--- config.mk ---
export PLATFORM = sky130hd
export DESIGN_NAME = serial2mem
export DESIGN_NICKNAME = d
export VERILOG_FILES = /design/src/rtl/serial_frame_pkg.sv /design/src/rtl/rx_timeout.sv /design/src/rtl/serial2mem.sv
export SDC_FILE = /design/constraint.sdc
export NUM_CORES = 1
export LEC_CHECK = 0
export ABC_AREA = 1
export CORE_MARGIN = 2
export CORE_UTILIZATION = 50
export CTS_CLUSTER_SIZE = 14
export DETAILED_ROUTE_END_ITERATION = 8
export HOLD_SLACK_MARGIN = 0.12
export MAX_ROUTING_LAYER = met4
export PLACE_DENSITY = 0.76
export SLEW_MARGIN = 10
export SYNTH_ARGS = -nofsm -noshare
export SYNTH_HDL_FRONTEND = slang
export SYNTH_SLANG_ARGS = --single-unit
export TNS_END_PERCENT = 1
--- constraint.sdc ---
create_clock -name clock -period 1.79 [get_ports clock]
set_input_delay 0.358 -clock clock [delete_from_list [all_inputs] [get_ports clock]]
set_output_delay 0.358 -clock clock [all_outputs]
set_load 0.01 [all_outputs]
--- src/rtl/serial_frame_pkg.sv ---
// Constants and state encoding shared by the serial framing blocks (serial2mem, mem2serial).
package serial_frame_pkg;

    localparam logic [7:0] SYNC_BYTE_DEFAULT = 8'hA5;
    localparam int         BYTES_PER_WORD    = 6;

    typedef enum logic [1:0] {
        IDLE    = 2'd0,
        COLLECT = 2'd1,
        CHECK   = 2'd2,
        WRITE   = 2'd3
    } frame_state_t;

endpackage

--- src/rtl/rx_timeout.sv ---
// Idle-cycle counter: clear restarts it, enable advances it, terminal flags LIMIT-1 reached.
module rx_timeout #(
    parameter int LIMIT = 1024
) (
    input  logic clock,
    input  logic reset,
    input  logic clear,
    input  logic enable,
    output logic terminal
);

    localparam int             CW   = $clog2(LIMIT) + 1;
    localparam logic [CW-1:0]  LAST = CW'(LIMIT - 1);

    logic [CW-1:0] count_reg;

    // Saturates at the terminal value so it never wraps back into a false idle window.
    always_ff @(posedge clock or negedge reset) begin
        if (!reset) begin
            count_reg <= '0;
        end else if (clear) begin
            count_reg <= '0;
        end else if (enable && (count_reg != LAST)) begin
            count_reg <= count_reg + 1'b1;
        end
    end

    assign terminal = (count_reg == LAST);

endmodule

--- src/rtl/serial2mem.sv ---
// Reassembles SYNC + data bytes + XOR checksum frames from the UART into FIFO word writes.
module serial2mem
    import serial_frame_pkg::*;
#(
    parameter int         DATA_WIDTH     = BYTES_PER_WORD * 8,
    parameter logic [7:0] SYNC_BYTE      = SYNC_BYTE_DEFAULT,
    parameter int         TIMEOUT_CYCLES = 1024
) (
    input  logic                  clock,
    input  logic                  reset,
    input  logic                  uart_valid,
    input  logic [7:0]            uart_data,
    input  logic                  write_full,
    output logic                  write_clock_enable,
    output logic [DATA_WIDTH-1:0] write_data,
    output logic                  frame_error,
    output logic [7:0]            drop_count
);

    localparam int                BYTES     = DATA_WIDTH / 8;
    localparam int                CNT_W     = (BYTES > 1) ? $clog2(BYTES) : 1;
    localparam logic [CNT_W-1:0]  LAST_BYTE = CNT_W'(BYTES - 1);

    frame_state_t          state_reg,    state_next;
    logic [CNT_W-1:0]      byte_cnt_reg, byte_cnt_next;
    logic [7:0]            csum_reg,     csum_next;
    logic [DATA_WIDTH-1:0] word_reg,     word_next;
    logic [DATA_WIDTH-1:0] data_reg,     data_next;
    logic                  we_reg,       we_next;
    logic                  err_reg,      err_next;
    logic [7:0]            drop_reg,     drop_next;
    logic [DATA_WIDTH-1:0] shifted_word;
    logic                  in_frame;
    logic                  timeout_hit;

    // New byte enters lane 0; every older byte moves up one lane, so the first lands on top.
    genvar gi;
    generate
        for (gi = 0; gi < BYTES; gi++) begin : g_lane
            if (gi == 0) begin : g_first
                assign shifted_word[7:0] = uart_data;
            end else begin : g_rest
                assign shifted_word[gi*8 +: 8] = word_reg[(gi-1)*8 +: 8];
            end
        end
    endgenerate

    assign in_frame = (state_reg == COLLECT) || (state_reg == CHECK);

    rx_timeout #(
        .LIMIT (TIMEOUT_CYCLES)
    ) u_timeout (
        .clock    (clock),
        .reset    (reset),
        .clear    (uart_valid || !in_frame),
        .enable   (1'b1),
        .terminal (timeout_hit)
    );

    always_comb begin
        state_next    = state_reg;
        byte_cnt_next = byte_cnt_reg;
        csum_next     = csum_reg;
        word_next     = word_reg;
        data_next     = data_reg;
        we_next       = 1'b0;
        err_next      = 1'b0;
        drop_next     = drop_reg;

        case (state_reg)
            IDLE, WRITE: begin
                // WRITE lasts one cycle and uses IDLE rules, so a SYNC here is not lost.
                state_next = IDLE;
                if (uart_valid && (uart_data == SYNC_BYTE)) begin
                    state_next    = COLLECT;
                    byte_cnt_next = '0;
                    csum_next     = '0;
                end
            end
            COLLECT: begin
                if (uart_valid) begin
                    word_next     = shifted_word;
                    csum_next     = csum_reg ^ uart_data;
                    byte_cnt_next = byte_cnt_reg + 1'b1;
                    if (byte_cnt_reg == LAST_BYTE) begin
                        state_next = CHECK;
                    end
                end else if (timeout_hit) begin
                    err_next   = 1'b1;
                    state_next = IDLE;
                end
            end
            CHECK: begin
                if (uart_valid) begin
                    if (uart_data == csum_reg) begin
                        // Full is sampled here so the strobe leaves a register in the WRITE cycle.
                        state_next = WRITE;
                        data_next  = word_reg;
                        if (write_full) begin
                            drop_next = (drop_reg == 8'hFF) ? drop_reg : drop_reg + 8'd1;
                        end else begin
                            we_next = 1'b1;
                        end
                    end else begin
                        err_next   = 1'b1;
                        state_next = IDLE;
                    end
                end else if (timeout_hit) begin
                    err_next   = 1'b1;
                    state_next = IDLE;
                end
            end
            default: begin
                state_next = IDLE;
            end
        endcase
    end

    always_ff @(posedge clock or negedge reset) begin
        if (!reset) begin
            state_reg    <= IDLE;
            byte_cnt_reg <= '0;
            csum_reg     <= '0;
            word_reg     <= '0;
            data_reg     <= '0;
            we_reg       <= 1'b0;
            err_reg      <= 1'b0;
            drop_reg     <= '0;
        end else begin
            state_reg    <= state_next;
            byte_cnt_reg <= byte_cnt_next;
            csum_reg     <= csum_next;
            word_reg     <= word_next;
            data_reg     <= data_next;
            we_reg       <= we_next;
            err_reg      <= err_next;
            drop_reg     <= drop_next;
        end
    end

    assign write_clock_enable = we_reg;
    assign write_data         = data_reg;
    assign frame_error        = err_reg;
    assign drop_count         = drop_reg;

endmodule
## Word level (Yosys, flattened, before mapping)

Index checks and enable logic that the tools add are counted.

- Eq/ne operators: 12
- Bitwise logic cells: 2
- Add/subtract/negate cells: 3
- Reduce and logical (&&, ||, !) cells: 12
- Mux-type cells: 24

Operators with widths:

| kind | number |
|---|---|
| $mux W11 | 2 |
| $eq A8 B8 Y1 const B | 2 |
| $mux W8 | 2 |
| $pmux W8 S2 | 1 |
| $add A11 B1 Y11 const B | 1 |
| $eq A11 B10 Y1 const B | 1 |
| $ne A11 B10 Y1 const B | 1 |
| $mux W2 | 5 |
| $mux W1 | 9 |
| $add A8 B1 Y8 const B | 1 |
| $eq A8 B8 Y1 | 1 |
| $xor A8 B8 Y8 | 1 |
| $mux W3 | 2 |
| $pmux W2 S3 | 1 |
| $pmux W3 S2 | 1 |
| $reduce_and A3 Y1 | 2 |
| $reduce_and A5 Y1 | 1 |
| $eq A2 B2 Y1 const B | 2 |
| $ne A2 B2 Y1 const B | 2 |
| $reduce_bool A2 Y1 | 2 |
| $add A3 B1 Y3 const B | 1 |
| $eq A3 B3 Y1 const B | 1 |
| $ne A3 B2 Y1 const B | 1 |
| $eq A2 B1 Y1 const B | 1 |
| 8 further kinds | 9 |

- Bits of input ports: 12
- Logic and storage cells: 62
- Output and inout port bits: 58
- Flip-flop bits (word level): 130

## Depth between registers and ports, before layout

- Depth in word-level cells: 5
- Gate-level depth with buffers: 12
- Depth with buffers taken out: 11

## By module

A second synthesis with hierarchy kept.

- Cells, all modules: 660
- Area, all modules: 5765.5 µm²

Modules (own cells, without submodules):

| module | seq. area each (µm²) | area each (µm²) | cells each | instances |
|---|---|---|---|---|
| serial2mem | 2977.9 | 5058.6 | 559 | 1 |
| rx_timeout | 275.3 | 706.9 | 101 | 1 |

## Worst setup path before layout

OpenSTA, ideal clock, no wires.

- Kind: flip-flop to flip-flop
- Start: register state_reg[0]
- End: register byte_cnt_reg[2]
- Slack: 131 ps
- Path buffers: 1
- Cell stages (with the launch flop): 11
- Arrival time: 1541 ps
- Clock period less this slack: 1659 ps
- Library setup time: 118 ps
- Cell sequence: dfrtp_1 -> inv_1 -> ha_1 -> nand2_1 -> nor4_2 -> nor2_1 -> inv_2 -> nand2_1 -> buf_6 -> nand2_1 -> nand2_1

- Word-level cells in the longest chain between the ends: 4
- Elaborated cells between the ends (all ways): 9
- Classes of those cells: eq/ne (4); mux (1); reduce/logical (4)

Ends and longest elaborated chain:

| item | RTL line | text |
|---|---|---|
| from (decl) | serial2mem.sv:24 | `frame_state_t state_reg, state_next;` |
| from (signal assigned) | serial2mem.sv:130 | `state_reg <= state_next;` |
| $eq A2 B2 Y1 or $logic_not A2 Y1 (tied branches) | serial2mem.sv:70 | `case (state_reg)` |
| $reduce_or A2 Y1 | serial2mem.sv:70 |  |
| $ne A2 B2 Y1 (no line) or $reduce_bool A2 Y1 (tied branches) | - |  |
| $reduce_and A3 Y1 (no line) | - |  |
| to (signal assigned) | serial2mem.sv:131 | `byte_cnt_reg <= byte_cnt_next;` |
| to (decl) | serial2mem.sv:25 | `logic [CNT_W-1:0] byte_cnt_reg, byte_cnt_next;` |

Parallel ways exist; a longest one is shown, timed or not.
A chain may end at the register's enable or synchronous reset.

## Worst setup path in the final report

- Start: register we_reg (netlist: write_clock_enable)
- End: output port write_clock_enable

RTL lines:

| item | RTL line | text |
|---|---|---|
| from (decl) | serial2mem.sv:29 | `logic we_reg, we_next;` |
| from (signal assigned) | serial2mem.sv:135 | `we_reg <= we_next;` |
| to (decl) | serial2mem.sv:14 | `output logic write_clock_enable,` |

No word-level cell between the ends.

==> run summary <==
The post-synthesis cell count is 619, and the routability congestion estimate from global placement is 0.835. The layout filler cell count was 866; the final setup skew was 0.0130 ns. For the sequential-to-total area share from yosys stat, the log shows 59.2%. The tools report the combinational power share as 2.5%. TritonCTS built the clock tree. In this run the cell area measured after placement is 6500 sq um. From synthesis to final layout, the design area changed by 31.7%. STA classifies the critical path startpoint as a flop. VDD sags by at most 812 uV. The run gives 0 as the number of antenna violations at the first check in global routing. The library cells used most frequently in the layout, excluding fill and tap cells, are 191 x sky130_fd_sc_hd__nand2_1, 128 x sky130_fd_sc_hd__dfrtp_1, 76 x sky130_fd_sc_hd__inv_1, 73 x sky130_fd_sc_hd__o21ai_0, 43 x sky130_fd_sc_hd__dlygate4sd2_1.

Of the total power, the share spent switching nets is 20.7%. Leaving out fill and tap cells, the most frequent cell in the layout is sky130_fd_sc_hd__nand2_1. The buffer and inverter count on the worst path works out to 1. In the final layout, the share of cells above drive strength 1 is 12.9%.

The logs give 53.6% for the relative contribution of the clock network to total power and 0.53 ns for the worst-skew pair later-pin latency. The maximum fanout along the worst path came out at 1. For the number of sinks handled by clock tree synthesis, the log shows 130. The arrival time of data at the critical path endpoint is 1.39 ns.

The net total in the final layout was 733. By area the synthesized netlist is led by sky130_fd_sc_hd__dfrtp_1 59%, sky130_fd_sc_hd__nand2_1 13%, sky130_fd_sc_hd__o21ai_0 6.7%. The tools report the worst setup timing slack at the placement stage as -0.270 ns. The run finished with clean final reports. After clock tree synthesis, the clock-pin slew on the worst setup and hold paths is 0.06 ns.

The half-perimeter wire length after detailed placement was 7760 um; the level count of the clock H-tree was 4. The post-synthesis cell type count was 30. The net switching power figure is 1390 uW. The biggest cell delay along the critical path works out to 0.54 ns. Summing all multi-input logic gate instances after layout gives 1880 sq um. Setup slack on the critical path of the routed design comes to 0.0459 ns.

For the final-report max-slew violation count, the log shows 0. The synthesized flop and latch total is 130. The detail route stage leaves a number of antenna-violating nets equal to 0. Total routing usage reported by global routing: 23.3%. The internal portion of the total power is 5340 uW.

The floorplan step defined a die boundary enclosing 11,800 sq um. The number of CTS-inserted buffers was 17; the total number of yosys warnings was 0. The family with the most delay on the worst path is buffers and inverters. Traced cell by cell, the critical path runs through clkdlybuf4s50_1. The number of detailed-routing iterations run before antenna repair came out at 4. Kind of path behind the tightest hold check: in -> async.

The tools report the category of the worst setup path capture point as an output port. The tools report the headroom to the max-slew limit as 76.0%. The tree is rooted in a sky130_fd_sc_hd__clkbuf_8.

On the critical path, the stage with the largest delay is an instance of sky130_fd_sc_hd__clkdlybuf4s50_1. In the final layout, flip-flops and latches occupy 3260 sq um. The logs give 61 for the pin count of the biggest net entering global routing and 0 for the antenna diode count.

The first global-routing pass estimated 20,600 um of wire. The number of vias per cell after detailed routing was 5.09. Summed over all cells, the static leakage comes to 0.00371 uW. The detailed-route DRC error count was 0. The initialized floorplan defines 38 standard-cell rows. The count of final hold-check violations is 0, and the setup-violating endpoint count in the final report is 0. The logs give 7240 sq um for the final non-filler cell area and 12,200 um for the total routed wirelength. Final hold analysis gives a worst-case slack of 0.269 ns. Across the run, the number of max-cap violations was 0. The data required time of the critical path came out at 1.43 ns. The post-route clock period utilization was 97.4%. The power per unit of standard cell area was 931 nW/um^2. The setup path with the least slack is of type reg -> out.

Input and output buffers added on the ports amount to 69. The tools report the number of nets produced by synthesis as 637. The cell type contributing the most total cell area after synthesis is sky130_fd_sc_hd__dfrtp_1. The fmax was 573 MHz; the via count of the first global-routing pass was 4,404. The average wire per standard cell is 14.1 um, and the starting utilization of the core area is 50.9%.

The synthesized netlist occupies a cell area of 5500 sq um. In this run the mean area of a mapped cell was 8.88 sq um. The leftover overflow at the end of global routing is 0, and the chip height is 109 um. The total number of vias is 4,420. For the pin with the worst max-slew slack, the measured transition is 0.356 ns. Measured along the x axis, the die boundary spans 109 um. The clock period could shrink to 1.74 ns. The number of design-rule violations left by the first detailed-router iteration was 345. The core footprint is 10,800 sq um. Sequential cells burn 43.9% of the power.

The run gives 2 as the clock tree buffer depth. The share of the synthesized area in the top cell type was 59.2%; the number of top-level pins was 70.
## timing repair
| item | in CTS | in global routing |
|---|---|---|
| setup endpoints to repair | 53 | 29 |
| pin swaps | 0 | 8 |
| gates cloned | 0 | 1 |
| endpoints found under the hold margin | 130 | 0 |
| gates resized for setup | 46 | 34 |
| hold buffers | 1 | 0 |
| setup buffers | 0 | 2 |
## Yosys cell counts, drive strengths merged
library cell  instances
clkbuf               10
a211oi                2
o31ai                 1
inv                  83
nor3                  5
nand4                 4
a31oi                 2
ha                    6
nor4                  3
nand2               196
nand3b                1
nand3                20
nor2                 21
a31o                  1
buf                  14
dfrtp               130
o21ai               104
xnor2                 8
xor2                  2
a21oi                 6
## power by group through the flow
stage / Sequential [uW] / Clock, uW / Combinational (uW)
final: 2960 / 3610 / 166
after global routing: 2960 / 3780 / 190
after CTS: 2960 / 3660 / 167
after detailed placement: 3010 / 0 / 163
after global placement: 3010 / 0 / 160
after floorplan: 3010 / 0 / 41.7
## worst register-to-register path: stages (launching register included)
cell                      delay (ns)
sky130_fd_sc_hd__dfrtp_1        0.41
sky130_fd_sc_hd__ha_4           0.30
sky130_fd_sc_hd__nand2_2        0.07
sky130_fd_sc_hd__nor4_4         0.28
sky130_fd_sc_hd__nor2_2         0.10
sky130_fd_sc_hd__buf_6          0.14
sky130_fd_sc_hd__nor2_4         0.21
sky130_fd_sc_hd__nand3_2        0.10
sky130_fd_sc_hd__nand2_2        0.07
## final timing paths
check,start,endpoint,slack (ns),depth (start not counted)
setup reg to reg,state_reg[1],csum_reg[5],0.08,8
hold reg to reg,write_data[1],write_data[1],0.48,2
hold / removal,reset,write_data[25],0.27,2
setup / recovery,write_clock_enable,write_clock_enable,0.05,1
max in group asynchronous,reset,drop_count[5],0.96,3
min in group clock,write_full,write_clock_enable,0.46,2
## cells by family (layout without fill, tap and decap cells)
family	Yosys count	after routing	share of synthesized area, %
AND/OR/NAND/NOR	250	251	18.8
flip-flops	130	130	59.2
AO/OA/AOI/OAI	116	116	10.8
buffers and inverters	107	215	8.26
XOR/XNOR	10	10	1.59
adder cells (fa/ha/maj)	6	6	1.37
## through the flow
stage                      TNS, ns  std cells  util, %  power (uW)
after floorplan                  0        619        -        3050
after global placement      -11.88        832     60.3        3170
after detailed placement    -13.89        832     60.3        3170
after CTS                 -0.00851        865     65.8        6780
after global routing       -0.0889        868     67.1        6930
final                            0        868     67.1        6740
## area by class of cell
cell class	instances	area share [%]
Timing Repair Buffer	100	13.6
Clock buffer	19	6.10
Sequential cell	130	45.0
Clock inverter	13	2.54
Inverter	83	4.30
Multi-Input combinational cell	383	26.0
Tap cell	140	2.42
## layer usage
metal  share of wire, %  global-route usage (%)  vias up
met5                  0                       -        -
met4                2.3                    9.52        0
met3                4.1                    5.80       24
met2                 51                    37.8       95
met1                 42                    28.2     2150
li1                   -                       -     2151
Power figures use the tool's default switching activity.
